### config.mk
export PLATFORM = sky130hd
export DESIGN_NAME = wb_uart_rx
export DESIGN_NICKNAME = d
export VERILOG_FILES = /design/src/rtl/wb_uart_rx.sv
export SDC_FILE = /design/constraint.sdc
export NUM_CORES = 1
export LEC_CHECK = 0
export CORE_MARGIN = 4
export CORE_UTILIZATION = 41
export DETAILED_ROUTE_END_ITERATION = 6
export PLACE_DENSITY_LB_ADDON = 0.2
export REMOVE_ABC_BUFFERS = 1
export SLEW_MARGIN = 10
export SYNTH_ARGS = -nofsm -noshare
export SYNTH_HDL_FRONTEND = slang
export SYNTH_SLANG_ARGS = --single-unit
### constraint.sdc
create_clock -name wb_clk -period 3.2 [get_ports wb_clk]
set_input_delay 0.64 -clock wb_clk [delete_from_list [all_inputs] [get_ports wb_clk]]
set_output_delay 0.64 -clock wb_clk [all_outputs]
set_load 0.005 [all_outputs]
### src/rtl/wb_uart_rx.sv
// 8N1 UART receiver with a one-byte holding register behind a minimal 8-bit
// Wishbone slave. irq stays high while a received byte is unread.
module wb_uart_rx #(
  parameter int CLKS_PER_BIT = 139,
  parameter int HALF_BIT     = CLKS_PER_BIT / 2
) (
  input  logic       wb_clk,
  input  logic       wb_rst_n,
  input  logic       rx,
  input  logic [1:0] wb_adr,
  input  logic       wb_cyc,
  input  logic       wb_we,
  output logic [7:0] wb_rdt,
  output logic       wb_ack,
  output logic       irq
);

  localparam int            CW        = $clog2(CLKS_PER_BIT);
  localparam logic [CW-1:0] FULL_LOAD = CW'(CLKS_PER_BIT - 1);
  localparam logic [CW-1:0] HALF_LOAD = CW'(HALF_BIT - 1);

  typedef enum logic [2:0] {IDLE, START, DATA, STOP, BREAK} state_t;

  state_t        state_q, state_d;
  logic          sync1_q, sync1_d, sync2_q, sync2_d;
  logic [CW-1:0] baud_q, baud_d;
  logic [2:0]    bit_cnt_q, bit_cnt_d;
  logic [7:0]    shift_q, shift_d;
  logic [7:0]    data_q, data_d;
  logic          ready_q, ready_d;
  logic          overrun_q, overrun_d;
  logic          ferr_q, ferr_d;
  logic          ack_q, ack_d;
  logic [7:0]    rdt_q, rdt_d;

  logic rxs;
  logic strobe;
  logic deliver;
  logic ferr_set;
  logic take;
  logic rd_data;
  logic rd_stat;

  assign rxs    = sync2_q;
  assign strobe = (baud_q == '0);

  always_comb begin
    sync1_d   = rx;
    sync2_d   = sync1_q;
    state_d   = state_q;
    baud_d    = (baud_q != '0) ? baud_q - 1'b1 : baud_q;
    bit_cnt_d = bit_cnt_q;
    shift_d   = shift_q;
    deliver   = 1'b0;
    ferr_set  = 1'b0;
    case (state_q)
      IDLE: begin
        if (!rxs) begin
          baud_d  = HALF_LOAD;
          state_d = START;
        end
      end
      START: begin
        if (strobe) begin
          if (rxs) begin
            state_d = IDLE;
          end else begin
            baud_d    = FULL_LOAD;
            bit_cnt_d = 3'd0;
            state_d   = DATA;
          end
        end
      end
      DATA: begin
        if (strobe) begin
          shift_d   = {rxs, shift_q[7:1]};
          baud_d    = FULL_LOAD;
          bit_cnt_d = bit_cnt_q + 3'd1;
          if (bit_cnt_q == 3'd7) state_d = STOP;
        end
      end
      STOP: begin
        if (strobe) begin
          if (rxs) begin
            deliver = 1'b1;
            state_d = IDLE;
          end else begin
            ferr_set = 1'b1;
            state_d  = BREAK;
          end
        end
      end
      BREAK: begin
        if (rxs) state_d = IDLE;
      end
      default: state_d = IDLE;
    endcase
  end

  // A read takes effect in the cycle the request is accepted, which is also
  // the cycle that registers wb_rdt, so the value returned and the side
  // effect always refer to the same holding-register state.
  always_comb begin
    take      = wb_cyc & ~ack_q;
    rd_data   = take & ~wb_we & (wb_adr == 2'd0);
    rd_stat   = take & ~wb_we & (wb_adr == 2'd1);
    ack_d     = take;
    rdt_d     = 8'h00;
    ready_d   = ready_q;
    data_d    = data_q;
    overrun_d = overrun_q;
    ferr_d    = ferr_q;
    if (take && !wb_we) begin
      case (wb_adr)
        2'd0:    rdt_d = data_q;
        2'd1:    rdt_d = {5'b0, ferr_q, overrun_q, ready_q};
        default: rdt_d = 8'h00;
      endcase
    end
    if (rd_data) ready_d = 1'b0;
    if (rd_stat) begin
      overrun_d = 1'b0;
      ferr_d    = 1'b0;
    end
    if (deliver) begin
      if (!ready_q || rd_data) begin
        data_d  = shift_q;
        ready_d = 1'b1;
      end else begin
        overrun_d = 1'b1;
      end
    end
    if (ferr_set) ferr_d = 1'b1;
  end

  always_ff @(posedge wb_clk) begin
    if (!wb_rst_n) begin
      sync1_q   <= 1'b1;
      sync2_q   <= 1'b1;
      state_q   <= IDLE;
      baud_q    <= '0;
      bit_cnt_q <= 3'd0;
      shift_q   <= 8'h00;
      data_q    <= 8'h00;
      ready_q   <= 1'b0;
      overrun_q <= 1'b0;
      ferr_q    <= 1'b0;
      ack_q     <= 1'b0;
      rdt_q     <= 8'h00;
    end else begin
      sync1_q   <= sync1_d;
      sync2_q   <= sync2_d;
      state_q   <= state_d;
      baud_q    <= baud_d;
      bit_cnt_q <= bit_cnt_d;
      shift_q   <= shift_d;
      data_q    <= data_d;
      ready_q   <= ready_d;
      overrun_q <= overrun_d;
      ferr_q    <= ferr_d;
      ack_q     <= ack_d;
      rdt_q     <= rdt_d;
    end
  end

  assign wb_ack = ack_q;
  assign wb_rdt = rdt_q;
  assign irq    = ready_q;

endmodule

==> reports/results.tsv <==
stage	metric	value	unit
outcome	outcome	finished, final reports clean	
sta	worst_pin_slew	796.7	ps
yosys	syn_inst	205	
setup_path	crit_top_cell	ha_1	
power_and_ir_drop	power.leakage	0.7790	nW
route	drt_wl_total	3522	um
clock_network	cts_tree	done	
global_routing	grt_overflow	0	
route	via_count	1423	
setup_path	slowest_stage	or3b_1	
place	port_buffers	16	
setup_path	critPathBufInv	2	
setup_path	end_kind	flip-flop	
final_layout	final_util	0.4949	
sta	slew_headroom	0.4648	
hold_path	min-delay-start	sync1_q$_SDFF_PN1_	
global_routing	antenna_found_initial	0	
floorplanning	ios	17	
place	place_area	0.002063	mm^2
route	drtIter0Drc	57	
final_layout	drive_gt1_frac	0.07834	
final_layout	layout_common_cells	dfxtp_1, nor2_1, a21oi_1	
yosys	avgSynthCellArea	9.277	um^2
yosys	synth_edf_count	0	
setup_path	critical_path_arrival	2800	ps
sta	whs	433.8	ps
clock_network	root_buffer	clkbuf_8	
floorplanning	die_area	0.005792	mm^2
power_and_ir_drop	power_density	715.3	mW/mm^2
final_layout	final_common_cell	dfxtp_1	
global_routing	grt_pass1_wl	6299	um
clock_network	cts-resized-gates	0	
place	gp_congestion	0.7880	
route	detail-route-antenna-nets	0	
floorplanning	die_x	76.11	um
place	dpl.hpwl	2471	um
setup_path	startpoint_type	flip-flop	
setup_path	worstSetupStartpoint	baud_q[0]$_SDFF_PN0_	
place	dpl.cell_count	261	
yosys	synth_area_leaders	dfxtp_1, mux2i_1, a21oi_1, nor2_1, ha_1	
route	vias_per_cell	5.290	
sta	fmax	0.3911	GHz
sta	drv_slew	0	
floorplanning	die_h	76.11	um
yosys	yosys.area.top_type_share	0.4632	
power_and_ir_drop	ir_drop	560.6	uV
sta	rsz0062_at_grt	no	
clock_network	cts.sinks	44	
route	drc_errors	0	
power_and_ir_drop	power	1.563	mW
clock_network	ctsHoldBuffers	0	
global_routing	grt_max_degree	29	
yosys	synth_area_leader_cell	dfxtp_1	
final_layout	final_cell_area	0.002185	mm^2
sta	finalCritPeriodShare	0.7990	
route	firstDrtPassIters	4	
clock_network	cts.clk_slew.worst_paths	80	ps
clock_network	cts_buffer_depth	2	
global_routing	grtUsageTotal	0.1295	
yosys	ys_ff_latch	44	
yosys	ys.flop_type	dfxtp_1	
place	post-place-ws	542.7	ps
setup_path	critical_path_class	reg -> reg	
final_layout	final_cells	269	
yosys	yosys_warnings	0	
final_layout	n_antenna_cell	0	
sta	min_period	2557	ps
floorplanning	start_util	0.4308	
setup_path	r2r-start	baud_q[0]$_SDFF_PN0_	
hold_path	hp-class	reg -> reg	
floorplanning	core	0.004414	mm^2
floorplanning	fp-row-count	24	
setup_path	crit_fanout	8	
final_layout	syn_to_final_growth	14.87	%
setup_path	slowest_delay	510	ps
setup_path	path_delay_family	simple AND/OR/NAND/NOR gates	
clock_network	post_cts_buffers	0	
clock_network	worstSkewPairLatency	300	ps
sta	hold_viol	0	
final_layout	layout.nets	228	
sta	setup_ws	643.0	ps
run	max_cap_viol_count	0	
setup_path	path_cells	inv_1 > ha_1 > or3b_1 > nor2_2 > inv_2 > ha_1 > nand2b_1 > o22a_1 > o22ai_1 > a32o_1	
setup_path	worstPathRequired	3440	ps
yosys	ys_types	42	
global_routing	grt_pass1_vias	1353	
sta	fin_worst_skew	7.207	ps
clock_network	h-tree-depth	2	
route	wl_per_cell	13.09	um
sta	fin_setup_tns	0	ps
yosys	ys_seq_area_frac	0.4632	
clock_network	cts_buffers	5	
sta	setup_viol_count_final	0	
yosys	synthArstFlopShare	0	
yosys	synth_area	0.001902	mm^2
-- cell families after synthesis --
group | share of synthesized area
mux | 0.06842
xor+xnor | 0.01842
fa+ha+maj | 0.03289
simple gates | 0.2428
flops | 0.4632
compound gates | 0.1290
buf+inv | 0.04539
-- power by group --
group          switching (mW)  internal, mW  total [mW]
sequential             0.0529         0.596       0.649
clock                   0.194         0.255       0.450
combinational           0.262         0.202       0.464
-- flip-flops by register name, indices dropped and copies added, names as in the netlist --
signal and flops:
baud_q 8, data_q 8, shift_q 8, wb_rdt 8, bit_cnt_q 3, state_q 3, ferr_q 1, irq 1
overrun_q 1, rxs 1, sync1_q 1, wb_ack 1
-- area by class of cell --
| cell class | instances | area, um^2 |
|---|---|---|
| fill | 426 | 2230 |
| multi-input combinational | 143 | 934.6 |
| sequential | 44 | 880.8 |
| timing repair buffer | 16 | 160.2 |
| clock buffer | 6 | 82.58 |
| tap | 52 | 65.06 |
| clock inverter | 2 | 38.79 |
| inverter | 6 | 22.52 |
-- cell usage after synthesis, types with 3 or more instances --
cell / n
mux2i_1: 13
nand3_1: 9
and2_1: 5
nand2_1: 12
dfxtp_1: 44
nor2_1: 20
o21ai_1: 9
nor3_1: 8
a22oi_1: 3
clkbuf_1: 8
or3_1: 3
xor2_1: 3
nand2b_1: 7
ha_1: 5
a21oi_1: 18
inv_1: 4
-- worst paths after layout --
path                                             end  slack [ps]  cells past startpoint
worst min-delay path                  rxs$_SDFF_PN1_         430                      1
worst min register to register        rxs$_SDFF_PN1_         430                      1
worst max-delay path            baud_q[0]$_SDFF_PN0_         640                     10
worst max register to register  baud_q[0]$_SDFF_PN0_         640                     10
-- worst register-to-register path, delay by kind of cell, from the launching register on --
family | cells | cell delay (ps)
flops | 1 | 330
buf+inv | 2 | 240
compound gates | 3 | 480
simple gates | 3 | 940
fa+ha+maj | 2 | 510
-- layer usage --
metal  wire length (um)  track usage  share of wire
met2               1634       0.2046           0.46
met1               1670       0.1655           0.47
met4                 54      0.04720          0.015
met5                  0            0              0
met3                163      0.04019          0.046
Power figures use the tool's default switching activity.
